===== config.mk =====
export PLATFORM = sky130hd
export DESIGN_NAME = game_fsm
export DESIGN_NICKNAME = d
export VERILOG_FILES = /design/src/rtl/game_fsm.sv
export SDC_FILE = /design/constraint.sdc
export NUM_CORES = 1
export LEC_CHECK = 0
export CAP_MARGIN = 20
export CORE_ASPECT_RATIO = 0.7
export CORE_UTILIZATION = 41
export CTS_BUF_LIST = sky130_fd_sc_hd__clkbuf_4 sky130_fd_sc_hd__clkbuf_8 sky130_fd_sc_hd__clkbuf_16
export CTS_CLUSTER_DIAMETER = 60
export CTS_CLUSTER_SIZE = 10
export DETAILED_ROUTE_END_ITERATION = 8
export PLACE_DENSITY_LB_ADDON = 0.05
export SKIP_CTS_REPAIR_TIMING = 1
export SLEW_MARGIN = 30
export SYNTH_ARGS = -nofsm -noshare
export SYNTH_HDL_FRONTEND = slang
export SYNTH_SLANG_ARGS = --single-unit

===== constraint.sdc =====
create_clock -name clk -period 3.6 [get_ports clk]
set_clock_uncertainty 0.1 [all_clocks]
set_input_delay 0.9 -clock clk [delete_from_list [all_inputs] [get_ports clk]]
set_output_delay 0.9 -clock clk [all_outputs]
set_load 0.02 [all_outputs]

===== src/rtl/game_fsm.sv =====
// game_fsm: frame-paced game controller sequencing erase, update and draw
// passes for the bird/wall game, tracking score and a buffered flap request.
// Optional build macro GAME_PAUSE_EN adds a pause input that freezes the game
// in WAIT_FRAME and ignores flap requests while asserted.
module game_fsm #(
   parameter int FRAME_CYCLES = 833333
) (
   input  logic       clk,
   input  logic       reset,
   input  logic       start,
   input  logic       flap,
   input  logic       finished_draw,
   input  logic       collision,
   input  logic       wall_passed,
`ifdef GAME_PAUSE_EN
   input  logic       pause,
`endif
   output logic [3:0] cur_state,
   output logic       update,
   output logic       flap_out,
   output logic [7:0] score,
   output logic       game_over
);

   typedef enum logic [3:0] {
      DRAW_BIRD     = 4'd0,
      DRAW_WALL_TOP = 4'd1,
      DRAW_WALL_BOT = 4'd2,
      ERASE         = 4'd3,
      UPDATE        = 4'd4,
      WAIT_FRAME    = 4'd5,
      IDLE          = 4'd6,
      GAME_OVER     = 4'd7
   } state_e;

   localparam logic [19:0] LAST_COUNT = 20'(FRAME_CYCLES - 1);

   state_e      state_q;
   state_e      next_state;
   logic [19:0] frame_cnt;
   logic        frame_tick;
   logic        flap_pending;
   logic        flap_pending_next;
   logic [7:0]  score_next;
   logic        paused;

`ifdef GAME_PAUSE_EN
   assign paused = pause;
`else
   assign paused = 1'b0;
`endif

   assign frame_tick = (frame_cnt == LAST_COUNT);
   assign cur_state  = state_q;

   // Free-running frame counter, independent of how long drawing takes.
   always_ff @(posedge clk or posedge reset) begin
      if (reset) begin
         frame_cnt <= 20'd0;
      end else if (frame_tick) begin
         frame_cnt <= 20'd0;
      end else begin
         frame_cnt <= frame_cnt + 20'd1;
      end
   end

   // State, score and pending-flap registers.
   always_ff @(posedge clk or posedge reset) begin
      if (reset) begin
         state_q      <= IDLE;
         score        <= 8'd0;
         flap_pending <= 1'b0;
      end else begin
         state_q      <= next_state;
         score        <= score_next;
         flap_pending <= flap_pending_next;
      end
   end

   // Next-state selection; unused encodings fall back to IDLE.
   always_comb begin
      next_state = state_q;
      case (state_q)
         IDLE: begin
            if (start) next_state = ERASE;
         end
         ERASE: begin
            if (finished_draw) next_state = UPDATE;
         end
         UPDATE: begin
            next_state = DRAW_BIRD;
         end
         DRAW_BIRD: begin
            if (finished_draw) next_state = DRAW_WALL_TOP;
         end
         DRAW_WALL_TOP: begin
            if (finished_draw) next_state = DRAW_WALL_BOT;
         end
         DRAW_WALL_BOT: begin
            if (finished_draw) next_state = collision ? GAME_OVER : WAIT_FRAME;
         end
         WAIT_FRAME: begin
            if (frame_tick && !paused) next_state = ERASE;
         end
         GAME_OVER: begin
            if (start) next_state = IDLE;
         end
         default: begin
            next_state = IDLE;
         end
      endcase
   end

   // Flap buffering: latched during play, consumed by UPDATE, dropped when not playing.
   always_comb begin
      flap_pending_next = flap_pending;
      case (state_q)
         ERASE, DRAW_BIRD, DRAW_WALL_TOP, DRAW_WALL_BOT, WAIT_FRAME: begin
            if (flap && !paused) flap_pending_next = 1'b1;
         end
         default: begin
            flap_pending_next = 1'b0;
         end
      endcase
   end

   // Score clears when a new game starts and saturates at 255 while counting walls.
   always_comb begin
      score_next = score;
      if (state_q == IDLE && start) begin
         score_next = 8'd0;
      end else if (state_q == UPDATE && wall_passed && score != 8'hFF) begin
         score_next = score + 8'd1;
      end
   end

   // Datapath strobes decoded from the registered state.
   always_comb begin
      update    = 1'b0;
      flap_out  = 1'b0;
      game_over = 1'b0;
      if (state_q == UPDATE) begin
         update   = 1'b1;
         flap_out = flap_pending | flap;
      end
      if (state_q == GAME_OVER) begin
         game_over = 1'b1;
      end
   end

endmodule


==> metrics.txt <==
status=completed; P&R area growth vs syn=22.7%; synthesized cell area=1660 sq um; Leak=0.842 nW; initial DRC count=89; Post-synth EDFFs=0; Int Power=717 uW; RSZ-0062 raised after global routing=no; Core Region=3690 sq um; Hold Path Stages=2; min cycle time layout=about 3.1 ns; Final Hold Viols=0; Synth area leader=dfrtp_1; flop-to-flop setup slack=roughly 1.5 ns; RR Startpoint=frame_cnt[14]$_DFF_PP0_; Cells after DPL=239; detailed-route via count=1,306; PortBufs=20; Post-Syn Instances=168; total grt overflow=0; Hold EP=flap_pending$_DFFE_PP0P_; initial antenna violation count=0; GRT Overall Usage=0.183; CTS Sinks=32; syn nets=around 180; CTS max path bufs=2; Yosys reg bits=32; required time of the critical path=2.60 ns; Switch Pwr=321 uW; DP HPWL=2500 um; Top FF cell, synth=dfrtp_1; max_slew headroom=0.524; full die area=approximately 4300 sq um; Seq/Total Area, Yosys=0.483; fraction of layout cells with a size suffix above 1=0.102; CP Data Arrival Time=2.12 ns; R2R cell count=5; post-synth cell types=37; Worst Path Max Fanout=2; hold_sp=flap_pending$_DFFE_PP0P_; Flop pwr share=0.436; CTS tree=built; cts bufs inserted=5; share of the synthesized area in the top cell type=0.452; drt pass-1 iters=4; final core occ=0.552; final hold slack=0.395 ns; Worst-path clk slew=0.06 ns; Initial Util=0.450; total power=between 1 and 1.5 mW; worst-margin pin slew=about 0.7 ns; clk_lat worst skew=0.29 ns; setup violators final=0; Ports=22; Achievable Freq=321 MHz; Tcrit/Tclk final=0.866; row count=18; routed vias/inst=5.29; WL/cell=14.0 um; max-cap violations=0; largest net degree at the start of global routing=20; total negative slack=0 ns; top cells by area, synth=dfrtp_1 (45%), xnor2_1 (8.4%), nor2_1 (5.9%); combinational share of power=0.267; commonest non-fill, non-tap cells in the layout=dfrtp_1 (30), nor2_1 (26), clkdlybuf4s50_1 (20); ant diodes=0; die extent in y=55.3 um; crit path capture type=output port; fin area=2040 sq um; vias in the first global route=~1,200; dpl ws=0.472 ns; Synth Warn #=0; nets=between 200 and 250; residual DRC count=0; Finished Layout Cells=247; ys async rst share=1.00; Routed Antenna Nets=0; Post-Syn Area per Cell=slightly below 10 sq um; root buffer cell=clkbuf_8; Setup WS post-layout=between 0.4 and 0.5 ns; Post-DP Area=1930 sq um; GP Congestion=0.761; sw frac=0.309; commonest non-fill, non-tap cell in the layout=dfrtp_1; Chip Width=78.1 um; Pins Over Slew Limit=0; wire length of the first global-routing pass=5970 um; CP Class=in -> out; crit start category=input pin; Power Density=between 500 and 600 nW/um^2; Routed WL=between 3000 and 4000 um; type of the worst min-delay path=reg -> reg; fillers=341; htree depth=2; clock group share of total power=0.297; VDD IR max=between 200 and 250 uV; Reg2Reg Capture Point=frame_cnt[2]$_DFF_PP0_
==> power by group through the flow <==
stage	registers, mW	logic (mW)	clock network, mW
2_1_floorplan	0.476	0.147	0
3_3_place_gp	0.458	0.277	0
3_5_place_dp	0.460	0.279	0
4_1_cts	0.453	0.280	0.318
5_1_grt	0.463	0.307	0.340
6_report	0.453	0.277	0.308
==> synth_stat cells (2+ instances only) <==
master     count
or4_1          3
nand2_1       11
buf_4          2
xor2_1         6
dfstp_2        2
nor4_1         5
o21ai_1        2
and4_1         3
inv_1          7
nand4b_1       2
nand3_1        9
nand4bb_1      2
a21oi_1        4
nor3_1         6
ha_1           3
nor3b_1        2
nor4_2         2
xnor2_1       16
dfrtp_1       30
nor2b_1        4
a31oi_1        3
nand4_1        4
nor2_1        26
==> per-layer routing <==
metal	track usage	part of all wire	routed length (um)	up-vias
met5	0	0	0	-
met2	0.231	0.38	1330	33
met3	0.0479	0.058	199	6
met1	0.284	0.54	1860	621
met4	0.0873	0.019	67	0
li1	-	-	-	646
==> worst max-delay path: stages <==
cell and delay [ns]:
clkdlybuf4s50_1 0.46, nor2_1 0.05, nor2b_1 0.10, clkdlybuf4s50_1 0.61
==> registers in the layout (all words and copies together) (netlist names) <==
| name | cells |
|---|---|
| cur_state | 3 |
| flap_pending | 1 |
| frame_cnt | 20 |
| score | 8 |
==> area by class of cell <==
type	count	area [sq um]	area share
inverters	8	30.0	0.0147
multi-input cells	125	808	0.397
flip-flops and latches	32	803	0.394
clock buffers	8	104	0.0510
repair buffers	24	230	0.113
well taps	50	62.6	0.0307
==> kinds of logic (layout without fill, tap and decap cells) <==
family / after synthesis / after routing / synth area share
and+or+nand+nor: 82 / 82 / 0.273
muxes: 1 / 1 / 0.00602
DFF: 32 / 32 / 0.483
adders and majority gates: 3 / 3 / 0.0226
buffers and inverters: 11 / 40 / 0.0301
xor gates and xnor gates: 22 / 22 / 0.116
AOI/OAI and AO/OA: 16 / 16 / 0.0663
other: 1 / 1 / 0.00226
==> worst max path at each step <==
stage / start / to / slack (ns) / cells after the start
2_1_floorplan: cur_state[2]$_DFFE_PP1P_ / flap_out / 0.91 / 2
3_3_place_gp: flap / flap_out / 0.49 / 4
3_5_place_dp: flap / flap_out / 0.47 / 4
4_1_cts: flap / flap_out / 0.47 / 4
5_1_grt: flap / flap_out / 0.42 / 4
6_report: flap / flap_out / 0.48 / 4
Power figures use the tool's default switching activity.
